## src/rtl/uart_pkg.sv

```systemverilog
// Shared definitions for the 11-bit UART frame (start, 8 data LSB-first, parity, stop).
// Contents: frame sizes, line levels, tx FSM state encoding, parity helper.
package uart_pkg;

  localparam int unsigned DATA_BITS  = 8;
  localparam int unsigned FRAME_BITS = 11;

  localparam logic LINE_IDLE = 1'b1;
  localparam logic START_BIT = 1'b0;

  // Transmitter states: IDLE -> START -> DATA -> PARITY -> STOP -> IDLE
  localparam logic [2:0] ST_IDLE   = 3'd0;
  localparam logic [2:0] ST_START  = 3'd1;
  localparam logic [2:0] ST_DATA   = 3'd2;
  localparam logic [2:0] ST_PARITY = 3'd3;
  localparam logic [2:0] ST_STOP   = 3'd4;

  // Even parity is the XOR of the data bits; odd parity is its complement.
  function automatic logic parity_bit(input logic [DATA_BITS-1:0] b, input logic odd);
    return odd ? ~^b : ^b;
  endfunction

endpackage

```

## src/rtl/uart_tx_completa_baud_tick.sv

```systemverilog
// Bit-time counter for the UART transmitter.
// Ports: clk, reset (sync, active-high), clr (restart at frame accept),
//        en (count while a frame is in flight), tick_c (terminal count),
//        pre_tick_c (one cycle before terminal count).
module baud_tick_tx #(
  parameter int unsigned BAUD_DIV = 5208
) (
  input  logic clk,
  input  logic reset,
  input  logic clr,
  input  logic en,
  output logic tick_c,
  output logic pre_tick_c
);

  localparam int unsigned CW = $clog2(BAUD_DIV);
  localparam logic [CW-1:0] TERM = CW'(BAUD_DIV - 1);
  localparam logic [CW-1:0] PRE  = CW'(BAUD_DIV - 2);

  logic [CW-1:0] cnt_q;

  assign tick_c     = en && (cnt_q == TERM);
  // Lets the parent register a pulse that lands exactly on the terminal cycle.
  assign pre_tick_c = en && (cnt_q == PRE);

  // Counts 0..BAUD_DIV-1 and wraps; clear wins over counting.
  always_ff @(posedge clk) begin
    if (reset || clr) begin
      cnt_q <= '0;
    end else if (en) begin
      cnt_q <= tick_c ? '0 : cnt_q + CW'(1);
    end
  end

endmodule

```

## src/rtl/uart_tx_completa.sv

```systemverilog
// UART transmitter: start bit, 8 data bits LSB-first, parity, stop bit.
// Ports: clk, reset (sync, active-high), start (request, sampled when idle),
//        d (byte captured on accept), tx (serial line, idle high),
//        busy (frame in flight), done (pulse in last stop-bit cycle).
module uart_tx_completa
  import uart_pkg::*;
#(
  parameter int unsigned BAUD_DIV   = 5208,
  parameter bit          PARITY_ODD = 1'b0
) (
  input  logic                 clk,
  input  logic                 reset,
  input  logic                 start,
  input  logic [DATA_BITS-1:0] d,
  output logic                 tx,
  output logic                 busy,
  output logic                 done
);

  logic [2:0]           state_q, state_d;
  logic [DATA_BITS-1:0] sh_q, sh_d;
  logic [2:0]           bit_q, bit_d;
  logic                 par_q, par_d;
  logic                 tx_d, busy_d, done_d;
  logic                 clr_c, tick_c, pre_tick_c;

  baud_tick_tx #(.BAUD_DIV(BAUD_DIV)) u_baud (
    .clk        (clk),
    .reset      (reset),
    .clr        (clr_c),
    .en         (busy),
    .tick_c     (tick_c),
    .pre_tick_c (pre_tick_c)
  );

  // Next state and next registered outputs; tx is always computed one cycle ahead.
  always_comb begin
    state_d = state_q;
    sh_d    = sh_q;
    bit_d   = bit_q;
    par_d   = par_q;
    tx_d    = tx;
    busy_d  = busy;
    done_d  = 1'b0;
    clr_c   = 1'b0;
    case (state_q)
      ST_IDLE: begin
        tx_d   = LINE_IDLE;
        busy_d = 1'b0;
        if (start) begin
          sh_d    = d;
          par_d   = parity_bit(d, PARITY_ODD);
          bit_d   = '0;
          clr_c   = 1'b1;
          state_d = ST_START;
          tx_d    = START_BIT;
          busy_d  = 1'b1;
        end
      end
      ST_START: begin
        if (tick_c) begin
          state_d = ST_DATA;
          tx_d    = sh_q[0];
        end
      end
      ST_DATA: begin
        if (tick_c) begin
          sh_d = sh_q >> 1;
          if (bit_q == 3'(DATA_BITS - 1)) begin
            state_d = ST_PARITY;
            tx_d    = par_q;
            bit_d   = '0;
          end else begin
            bit_d = bit_q + 3'd1;
            tx_d  = sh_q[1];
          end
        end
      end
      ST_PARITY: begin
        if (tick_c) begin
          state_d = ST_STOP;
          tx_d    = LINE_IDLE;
        end
      end
      ST_STOP: begin
        done_d = pre_tick_c;
        if (tick_c) begin
          state_d = ST_IDLE;
          tx_d    = LINE_IDLE;
          busy_d  = 1'b0;
        end
      end
      default: begin
        state_d = ST_IDLE;
        tx_d    = LINE_IDLE;
        busy_d  = 1'b0;
      end
    endcase
  end

  // State and output registers; reset aborts any frame in flight.
  always_ff @(posedge clk) begin
    if (reset) begin
      state_q <= ST_IDLE;
      sh_q    <= '0;
      bit_q   <= '0;
      par_q   <= 1'b0;
      tx      <= LINE_IDLE;
      busy    <= 1'b0;
      done    <= 1'b0;
    end else begin
      state_q <= state_d;
      sh_q    <= sh_d;
      bit_q   <= bit_d;
      par_q   <= par_d;
      tx      <= tx_d;
      busy    <= busy_d;
      done    <= done_d;
    end
  end

endmodule

```

## config.mk

```make
export PLATFORM = sky130hd
export DESIGN_NAME = uart_tx_completa
export DESIGN_NICKNAME = d
export VERILOG_FILES = /design/src/rtl/uart_pkg.sv /design/src/rtl/uart_tx_completa_baud_tick.sv /design/src/rtl/uart_tx_completa.sv
export SDC_FILE = /design/constraint.sdc
export NUM_CORES = 1
export LEC_CHECK = 0
export BUFFER_PORTS_ARGS = -buffer_cell sky130_fd_sc_hd__buf_2
export CAP_MARGIN = 20
export CORE_ASPECT_RATIO = 0.75
export CORE_MARGIN = 5
export CORE_UTILIZATION = 38
export DETAILED_ROUTE_END_ITERATION = 12
export PLACE_DENSITY = 0.6
export SYNTH_ARGS = -nofsm -noshare
export SYNTH_HDL_FRONTEND = slang
export SYNTH_HIERARCHICAL = 1
export SYNTH_SLANG_ARGS = --single-unit
```

## constraint.sdc

```tcl
create_clock -name clk -period 2.7 [get_ports clk]
set_clock_uncertainty 0.1 [all_clocks]
set_input_delay 0.675 -clock clk [delete_from_list [all_inputs] [get_ports clk]]
set_output_delay 0.675 -clock clk [all_outputs]
set_load 0.01 [all_outputs]
```

# Word-level counts from Yosys, hierarchy flattened
# Cells that the tools add are included.
dict set report word_totals {
  reg_bits 31
  ramBits 0
  latch_bits 0
  rom_bits 0
  n_memories 0
  wordCells 65
  out_inout_bits 3
}
dict set report classes {
  div_mod_pow 0
  n_bitwise 2
  eq_ne 14
  mul 0
  shifts 0
  muxes 25
  n_addsub 2
  n_lt_le_gt_ge 0
  reduce_logical 14
}
# cell n
set ops {}
lappend ops {{$mux 3} 9}
lappend ops {{$eq 13x13->1 const B} 2}
lappend ops {{$mux 8} 2}
lappend ops {{$pmux 8 s2} 1}
lappend ops {{$pmux 3 s5} 1}
lappend ops {{$add 13x1->13 const B} 1}
lappend ops {{$mux 13} 1}
lappend ops {{$ne 2x1->1 const B} 5}
lappend ops {{$mux 1} 8}
lappend ops {{$reduce_xor 8->1} 1}
lappend ops {{$eq 3x2->1 const B} 2}
lappend ops {{$eq 3x3->1 const B} 2}
lappend ops {{$pmux 3 s2} 1}
lappend ops {{$reduce_and 3->1} 2}
lappend ops {{$reduce_and 6->1} 1}
lappend ops {{$ne 2x2->1 const B} 2}
lappend ops {{$pmux 1 s4} 1}
lappend ops {{$reduce_and 2->1} 2}
lappend ops {{$reduce_or 2->1} 2}
lappend ops {{$add 3x1->3 const B} 1}
lappend ops {{$eq 3x1->1 const B} 1}
lappend ops {{$logic_not 3->1} 1}
lappend ops {{$pmux 1 s3} 1}
lappend ops {{$reduce_or 3->1} 1}
lappend ops {{other kinds (4)} 6}

# Logic depth before layout (Yosys ltp)
# Gate-level depths: netlist of the first run.
dict set report logic_depth {
  word_depth 4
  mapped_depth 8
}

# Hierarchy
# Netlist of the first run, hierarchy kept.
# module instances cells_each area_each_um2
set modules_own_cells {}
lappend modules_own_cells {uart_tx_completa 1 111 958.4}
lappend modules_own_cells {baud_tick_tx 1 78 770.7}

# Worst setup path after synthesis of the first run
# OpenSTA, ideal clock, no wires.
dict set report synth_timing {
  kind {flip-flop to flip-flop}
  start {register u_baud.cnt_q[7]}
  end {register sh_q[0]}
  n_path_buf 1
  period_less_slack_ns 2.343
  t_required_ns 2.471
  path_stages_with_launch 9
  setup_ns 0.129
  path_slack_ns 0.357
  arrival_ns 2.114
  cell_sequence {dfxtp_1 or4b_4 or2_2 nor3_1 clkbuf_1 nand3b_1 o21ai_0 nor2b_1 nor3_1}
}
dict set report synth_via {
  elab_chain_len 4
}
# element line_no
set synth_rtl {}
lappend synth_rtl {{start, declared} uart_tx_completa_baud_tick.sv:20} ;# logic [CW-1:0] cnt_q;
lappend synth_rtl {{start signal, assigned} uart_tx_completa_baud_tick.sv:31} ;# cnt_q <= tick_c ? '0 : cnt_q + CW'(1);
lappend synth_rtl {{$eq 13x13->1} uart_tx_completa_baud_tick.sv:22} ;# assign tick_c = en && (cnt_q == TERM);
lappend synth_rtl {{$logic_and 1x1->1} uart_tx_completa_baud_tick.sv:22}
lappend synth_rtl {{net tick_c} uart_tx_completa.sv:25} ;# logic clr_c, tick_c, pre_tick_c;
lappend synth_rtl {{$ne 2x1->1 (no line)} --}
lappend synth_rtl {{$reduce_and 3->1 (no line)} --}
lappend synth_rtl {{end signal, assigned} uart_tx_completa.sv:105} ;# sh_q <= '0;
lappend synth_rtl {{end signal, assigned} uart_tx_completa.sv:113} ;# sh_q <= sh_d;
lappend synth_rtl {{end, declared} uart_tx_completa.sv:21} ;# logic [DATA_BITS-1:0] sh_q, sh_d;
# The timed path passes the listed nets, and every way through them passes these cells.
# A chain may end at the register's enable or synchronous reset.

# Worst setup path after layout of the first run
dict set report layout_timing {
  start {register u_baud.cnt_q[8]}
  end {register tx}
}
dict set report layout_via {
  elab_chain_len 4
  elab_cells_between_ends 6
  cone_classes {eq/ne (4); reduce/logical (2)}
}
# element line_no
set layout_rtl {}
lappend layout_rtl {{$eq 13x13->1 (*)} uart_tx_completa_baud_tick.sv:22}
lappend layout_rtl {{$logic_and 1x1->1 (*)} uart_tx_completa_baud_tick.sv:22}
lappend layout_rtl {{net tick_c} uart_tx_completa.sv:25}
lappend layout_rtl {{$ne 2x1->1 (no line)} --}
lappend layout_rtl {{$reduce_and 3->1 (no line) (*)} --}
lappend layout_rtl {{end signal, assigned} uart_tx_completa.sv:116} ;# tx <= tx_d;
lappend layout_rtl {{end, declared} uart_tx_completa.sv:15} ;# output logic tx,
# Mark *: on every way through the listed nets, which the timed path passes. The rest lies on a longest branch.

==> metrics.cfg, run 1 <==
[power_and_ir_drop]
seqPwrFrac = 0.507
p_comb_frac = 0.108
ir_worst_vdd_mv = 0.178
cellPowerDensity_nw_per_um2 = 492
swShare = 0.246
p_switching_mw = 0.235
p_clk_frac = 0.385
p_int_mw = 0.719
p_leak_nw = 0.703
fin_total_pwr_mw = 0.954

[route]
wl_met3_um = 134
ant_nets = 0
wire_per_inst_um = 13.7
dr.max_layer_used = met4
wirelength_um = 3560
drc = 0
drt-met1-wl_um = 1930
wl_met2_um = 1430
via_per_inst = 5.40
dr.pass1.iters = 4
drtIter0Drc = 85
num_vias = 1409

[global_route]
antenna_found_initial = 0
grt_max_degree = 21
grt_pass1_vias = 1280
grt_first_pass_wirelength_um = 5990
gr-total-overflow = 0
grt_usage = 0.133

[synthesis]
synth_seq_cells = 31
synthXorXnorAreaFrac = 0.0608
synth_compound_area_frac = 0.176
synth_fa_ha_area_frac = 0.0289
synth_cells = 189
synthFlopType = dfxtp_1
synth_area_per_cell_um2 = 9.15
synth_top_family_by_area = simple AND/OR/NAND/NOR gates
synth-simple-area-share = 0.317
synth_mux_area_frac = 0.0116
async_flop_share = 0
yosysUniqueCellTypes = 45
ys_seq_area_frac = 0.359
yosysWarnings = 6
synth_enable_flop_cells = 0
synth.net_count = 204
syn-cell-area_um2 = 1730

[sta]
slew-limit-headroom = 0.645
fmax_mhz = 417
slew_viol_final = 0
fin_setup_tns_ns = 0
finalHoldViolations = 0
fin_crit_sh = 0.889
setup_violations = 0
fin_crit_ns = 2.40
worstMarginPinSlew_ns = 0.529
rsz0062_at_grt = no

[cells_and_area]
antennaDiodeCount = 0
final_core_util = 0.436
final_nets = 219
syn2layout_area_growth_pct = 12.0
design_area_um2 = 1940
layout-drive-gt1-share = 0.235

[clock_tree]
postCtsResizedCells = 0
cts_max_level = 2
post_cts_buffers = 0
clk_latency_ns = 0.28
cts_sinks = 31
cts_hold_buf = 0
clock_path_buffers = 2
cts_tree = built
clkTransAtPathRegs_ns = 0.06
cts_buffers = 5
cts_root_buf = clkbuf_8

[min_path]
hold_path_depth = 2
whs_endpoint = sh_q[4]
hold_class = reg -> reg
min_from = sh_q[4]

[run]
drv_cap = 0

[setup_path]
r2r-start = u_baud/cnt_q[8]
required_ns = 2.77
crit_type = reg -> reg
r2r-end = tx
r2r_slack_ns = 0.30
crit_fanout = 12
cp.arrival_ns = 2.47
ff2ff_path_depth = 8
endpoint_kind = flip-flop
cp-start-kind = flip-flop

[die]
die_h_um = 68.4
fp.dieW_um = 87.9
row_count = 21
die_area_um2 = 6010
core_um2 = 4440
start_util = 0.389
io_pins = 14

[place]
gp_congestion = 0.757
placed_cell_area_um2 = 1850
io_buffers = 13
dp_hpwl_um = 2550

[outcome]
status = completed

[worst max-delay path, stage by stage (launching register included)]
cell and delay [ns]:
dfxtp_1 0.36, or4b_4 0.55, or2_2 0.30, nor3_1 0.25, buf_4 0.23, nand2_1 0.11, o22ai_1 0.16, a22o_1 0.16
o21bai_1 0.06
[cell families (layout without fill, tap and decap cells)]
family                     after synthesis  after routing
buffers and inverters                   13             28
adders and majority gates                4              4
and+or+nand+nor                         89             89
AOI/OAI and AO/OA                       38             38
DFF                                     31             31
xor gates and xnor gates                12             12
muxes                                    2              2
[metal layers]
layer	track usage	vias to the layer above
li1	-	724
met1	0.192	659
met2	0.178	19
met3	0.0361	7
met4	0.0690	0
met5	0	-
[cell usage in the layout (no fill, tap or decap), types with 6 or more instances in the layout]
cell / n
a211oi_2: 9
buf_2: 13
clkbuf_8: 6
dfxtp_1: 31
nand2_1: 9
nand3b_1: 8
nor2_1: 19
nor2b_1: 8
nor3_1: 11
o21ai_0: 11
xnor2_1: 7
[registers in the layout, indices dropped and copies added (netlist names)]
signal,flops
u_baud/cnt_q,13
sh_q,8
bit_q,3
state_q,3
busy,1
done,1
par_q,1
tx,1
[cell type report]
class                           instances  area, um2
Timing Repair Buffer                   19        123
Clock inverter                          1       5.00
Tap cell                               57       71.3
Clock buffer                            6       82.6
Multi-Input combinational cell        145       1030
Inverter                                2       7.51
Sequential cell                        31        621
Fill cell                             425       2500
[worst max path at each step]
stage / startpoint / end / slack (ns) / cells past startpoint
floorplan: u_baud/cnt_q[7] / sh_q[0] / 0.36 / 8
global placement: u_baud/cnt_q[8] / sh_q[1] / 0.35 / 7
detailed placement: u_baud/cnt_q[8] / tx / 0.32 / 8
CTS: u_baud/cnt_q[8] / tx / 0.30 / 8
global route: u_baud/cnt_q[8] / sh_q[6] / 0.11 / 7
finish: u_baud/cnt_q[8] / tx / 0.30 / 8
[power by group through the flow]
stage | Clock, mW | Sequential, mW | Combinational (mW)
floorplan | 0 | 0.491 | 0.0782
global placement | 0 | 0.493 | 0.103
detailed placement | 0 | 0.493 | 0.103
CTS | 0.381 | 0.483 | 0.104
global route | 0.403 | 0.484 | 0.115
finish | 0.367 | 0.483 | 0.103
[through the flow]
stage	setup WS [ns]	instances	hold WS (ns)
detailed placement	0.317	254	0.378
global placement	0.354	254	0.386
finish	0.301	261	0.398
global route	0.106	261	0.412
floorplan	0.357	189	0.356
CTS	0.301	261	0.396
[cells in the mapped netlist (3+ instances only)]
cell,n,share of area
a211oi_2,9,0.065
a22oi_1,4,0.017
buf_6,4,0.026
clkbuf_1,4,0.0087
dfxtp_1,31,0.36
ha_1,4,0.029
nand2_1,9,0.020
nand3_1,5,0.014
nand3b_1,8,0.035
nand4_1,4,0.014
nor2_1,19,0.041
nor2b_1,8,0.029
nor3_1,11,0.032
o21ai_0,11,0.032
o22ai_1,3,0.011
o31ai_1,4,0.017
or3_1,4,0.014
or4_1,3,0.013
xnor2_1,7,0.035
xor2_1,5,0.025
(Power assumes the default switching activity.)
==> run 2: changes to the inputs <==
--- a/config.mk
+++ b/config.mk
@@ -8,7 +8,6 @@
 export BUFFER_PORTS_ARGS = -buffer_cell sky130_fd_sc_hd__buf_2
 export CAP_MARGIN = 20
 export CORE_ASPECT_RATIO = 0.75
-export CORE_MARGIN = 5
 export CORE_UTILIZATION = 38
 export DETAILED_ROUTE_END_ITERATION = 12
 export PLACE_DENSITY = 0.6
==> run 2 against run 1 <==
Against the previous run:
- worst hold slack got worse by 0.0030 ns
- critical path depth down 1
- combinational power about the same
- final cell count unchanged
- clock power fell by 11%
- core utilization increased by 2.3 points
- wire length is 2.5% lower
- critical endpoint is now sh_q[3]
- worst setup slack lost 0.060 ns
- sequential share of layout area increased by 0.12 points
==> metrics.cfg, run 2 (synthesized netlist as in run 1, its figures left out) <==
[global_route]
grt_max_degree = 21
grt_pass1_vias = 1217
grt_usage = 0.170
gr-total-overflow = 0
grt_first_pass_wirelength_um = 6000
antenna_found_initial = 0

[die]
die_area_um2 = 4830
start_util = 0.411
io_pins = 14
core_um2 = 4200
row_count = 20
fp.dieW_um = 79.9
die_h_um = 60.4

[cells_and_area]
layout_common_cells = 31 x dfxtp_1, 19 x nor2_1, 13 x buf_2, 11 x o21ai_0, 11 x nor3_1
largest_reg_flops = 13
seq_area_um2 = 621
final_nets = 222
layout-drive-gt1-share = 0.238
top_register = u_baud/cnt_q
multi_input_area_um2 = 1030
antennaDiodeCount = 0
layout_commonest_cell = dfxtp_1
top_regs = u_baud/cnt_q (13), sh_q (8)
syn2layout_area_growth_pct = 11.6
fillers = 409

[setup_path]
critPathBufInv = 0
r2r-end = sh_q[3]
cp.arrival_ns = 2.56
r2r-start = u_baud/cnt_q[7]
slowest_delay_ns = 0.56
endpoint_kind = flip-flop
crit_fanout = 7
cp_top_family = simple AND/OR/NAND/NOR gates
required_ns = 2.80
cp-start-kind = flip-flop
r2r_slack_ns = 0.24
crit_type = reg -> reg
crit_top_cell = nor3_1
crit_chain = or4b_4 > or2_2 > nor3_1 > nand2_1 > a21oi_2 > nor2_1 > nor3_1
ff2ff_path_depth = 7
cp_slowest_cell = or4b_4

[sta]
fin_crit_sh = 0.911
fmax_mhz = 407
fin_crit_ns = 2.46
fin_setup_tns_ns = 0
setup_violations = 0
slew-limit-headroom = 0.744
hold_ws_ns = 0.395
slew_viol_final = 0
finalHoldViolations = 0
worstMarginPinSlew_ns = 0.378
rsz0062_at_grt = no

[power_and_ir_drop]
p_switching_mw = 0.221
p_clk_frac = 0.358
p_comb_frac = 0.113
cellPowerDensity_nw_per_um2 = 473
fin_total_pwr_mw = 0.912
p_leak_nw = 0.707
p_int_mw = 0.691
seqPwrFrac = 0.529
ir_worst_vdd_mv = 0.160
swShare = 0.243

[run]
drv_cap = 0

[clock_tree]
cts_tree = built
postCtsResizedCells = 0
post_cts_buffers = 0
cts_max_level = 2
cts_sinks = 31
cts_hold_buf = 0
cts_buffers = 5
clkTransAtPathRegs_ns = 0.06
cts_root_buf = clkbuf_8
clk_latency_ns = 0.28
clock_path_buffers = 2

[route]
wire_per_inst_um = 13.3
via_per_inst = 5.28
drtIter0Drc = 103
ant_nets = 0
num_vias = 1377
wirelength_um = 3480
dr.pass1.iters = 4
drc = 0

[min_path]
whs_endpoint = sh_q[5]
hold_class = reg -> reg
min_from = sh_q[5]
hold_path_depth = 2

[place]
dp_hpwl_um = 2500
io_buffers = 13
gp_congestion = 0.788

[outcome]
status = completed

==> run 2: worst min-delay path, delay by kind of cell (launching register included) <==
family / cells / cell delay [ns]
DFF: 1 / 0.30
and+or+nand+nor: 2 / 0.14
==> run 2: through the flow <==
step	instances	instance area (um2)	utilization	setup WS [ns]
final	261	1930	0.459	0.241
after global routing	261	1930	0.459	0.0427
after CTS	261	1930	0.459	0.211
after detailed placement	255	1860	0.442	0.234
after global placement	255	1860	0.442	0.262
after floorplan	189	1730	-	0.357
==> run 2: power groups by stage <==
stage / Clock (mW) / Combinational (mW) / Sequential (mW)
2_1_floorplan: 0 / 0.0782 / 0.491
3_5_place_dp: 0 / 0.104 / 0.493
6_report: 0.326 / 0.103 / 0.483
5_1_grt: 0.359 / 0.116 / 0.484
4_1_cts: 0.341 / 0.104 / 0.482
3_3_place_gp: 0 / 0.104 / 0.493
==> run 2: layout make-up <==
type / count / area share
inverters: 2 / 0.00389
well taps: 55 / 0.0357
flip-flops and latches: 31 / 0.322
multi-input cells: 145 / 0.532
clock buffers: 6 / 0.0376
repair buffers: 22 / 0.0687
==> run 2: metal layers <==
metal | wire length [um] | vias up | GRT usage
li1 | - | 723 | -
met1 | 1940 | 619 | 0.262
met2 | 1290 | 30 | 0.205
met3 | 208 | 5 | 0.0511
met4 | 38 | 0 | 0.0842
met5 | 0 | - | 0
==> run 2: worst max path at each step <==
stage | startpoint | end | cells past startpoint
after global routing | u_baud/cnt_q[7] | sh_q[1] | 7
final | u_baud/cnt_q[7] | sh_q[3] | 7
after global placement | u_baud/cnt_q[7] | sh_q[6] | 7
after CTS | u_baud/cnt_q[7] | sh_q[6] | 7
after detailed placement | u_baud/cnt_q[7] | sh_q[6] | 7
after floorplan | u_baud/cnt_q[7] | sh_q[0] | 8
==> run 3: changes to the inputs <==
--- a/config.mk
+++ b/config.mk
@@ -11,6 +11,7 @@
 export CORE_UTILIZATION = 38
 export DETAILED_ROUTE_END_ITERATION = 12
 export PLACE_DENSITY = 0.6
+export REMOVE_ABC_BUFFERS = 1
 export SYNTH_ARGS = -nofsm -noshare
 export SYNTH_HDL_FRONTEND = slang
 export SYNTH_HIERARCHICAL = 1
==> run 3 against run 2 <==
Against the previous run:
- non-clock buffer count shrank 4
- clock power grew 23%
- first-iteration DRC count decreased by 38%
- highest routed layer unchanged
==> metrics.cfg, run 3 (synthesized netlist as in run 1, its figures left out) <==
[outcome]
status = completed

[clock_tree]
clkTransAtPathRegs_ns = 0.06
postCtsResizedCells = 0
cts_buffers = 5
clock_path_buffers = 2
cts_hold_buf = 0
post_cts_buffers = 0
cts_root_buf = clkbuf_8
cts_max_level = 2
cts_sinks = 31
cts_tree = built
clk_latency_ns = 0.28

[global_route]
gr-total-overflow = 0
grt_max_degree = 21
grt_first_pass_wirelength_um = 6090
grt_pass1_vias = 1270
grt_usage = 0.172
antenna_found_initial = 0

[setup_path]
cp-start-kind = flip-flop
crit_fanout = 12
startpoint = u_baud/cnt_q[7]
cp.arrival_ns = 2.51
r2r-start = u_baud/cnt_q[7]
crit_type = reg -> reg
required_ns = 2.78
r2r-end = tx
r2r_slack_ns = 0.27
ff2ff_path_depth = 8
endpoint_kind = flip-flop

[cells_and_area]
syn2layout_area_growth_pct = 11.4
largest_reg_flops = 13
design_area_um2 = 1930
layout_common_cells = 31 x dfxtp_1, 19 x nor2_1, 13 x buf_2, 11 x o21ai_0, 11 x nor3_1
layout-drive-gt1-share = 0.230
antennaDiodeCount = 0
top_regs = u_baud/cnt_q (13), sh_q (8)
fillers = 427
layout_commonest_cell = dfxtp_1
top_register = u_baud/cnt_q
layoutNonFillerInstCount = 259
final_nets = 218

[die]
start_util = 0.411
die_area_um2 = 4830
die_h_um = 60.4
io_pins = 14
fp.dieW_um = 79.9
core_um2 = 4200
row_count = 20

[sta]
hold_ws_ns = 0.397
fin_crit_ns = 2.43
rsz0062_at_grt = no
fmax_mhz = 412
fin_crit_sh = 0.899
worstMarginPinSlew_ns = 0.377
setup_violations = 0
slew_viol_final = 0
post-route-worst-setup-slack_ns = 0.271
finalHoldViolations = 0
slew-limit-headroom = 0.745

[place]
placed_cell_area_um2 = 1830
dp_slack_ns = 0.317
dp.cells = 251
io_buffers = 13
gp_congestion = 0.724
dp_hpwl_um = 2480

[route]
drc = 0
wire_per_inst_um = 13.7
drtIter0Drc = 64
via_per_inst = 5.35
wirelength_um = 3550
ant_nets = 0
num_vias = 1386
dr.pass1.iters = 4

[min_path]
whs_endpoint = sh_q[4]
min_from = sh_q[4]
hold_class = reg -> reg
hold_path_depth = 2

[power_and_ir_drop]
cellPowerDensity_nw_per_um2 = 512
p_leak_nw = 0.700
fin_total_pwr_mw = 0.987
ir_worst_vdd_mv = 0.227

[run]
drv_cap = 0

-- run 3: cell types whose count changed in the layout (fill, tap and decap cells not counted) --
| cell | delta |
|---|---|
| buf_4 | -4 |
| clkbuf_8 | +2 |
-- run 3: stage by stage --
| stage | setup TNS [ns] | util |
|---|---|---|
| detailed placement | 0 | 0.435 |
| floorplan | -1.44 | - |
| global route | 0 | 0.458 |
| CTS | 0 | 0.458 |
| finish | 0 | 0.458 |
| global placement | 0 | 0.435 |
-- run 3: power breakdown --
part           switching (mW)  internal [mW]  total, mW
sequential            0.00927          0.473      0.482
clock                   0.169          0.232      0.402
combinational          0.0563         0.0467      0.103
total                   0.235          0.752      0.987
-- run 3: worst max path at each step --
stage	slack (ns)	to
finish	0.27	tx
global route	0.13	sh_q[0]
CTS	0.30	tx
detailed placement	0.32	tx
global placement	0.36	sh_q[2]
floorplan	-0.15	bit_q[0]
-- run 3: critical path: stages, from the launching register on --
cell and delay (ns):
dfxtp_1 0.35, or4b_4 0.57, or2_2 0.30, nor3_1 0.28
buf_4 0.24, nand2_1 0.12, o22ai_1 0.15, a22o_1 0.16
o21bai_1 0.05
-- run 3: final cells by class --
cell class | count | area [um2] | share of cell area
Clock buffer | 8 | 100 | 0.0519
Inverter | 2 | 7.51 | 0.00390
Multi-Input combinational cell | 145 | 1030 | 0.533
Sequential cell | 31 | 621 | 0.322
Tap cell | 55 | 68.8 | 0.0357
Timing Repair Buffer | 18 | 103 | 0.0532
-- run 3: metal layers --
layer,vias to the layer above,track usage,routed length (um),share of wire
met5,-,0,0,0
met2,21,0.215,1330,0.37
met1,635,0.260,2030,0.57
li1,722,-,-,-
met4,0,0.0944,68,0.019
met3,8,0.0466,129,0.036
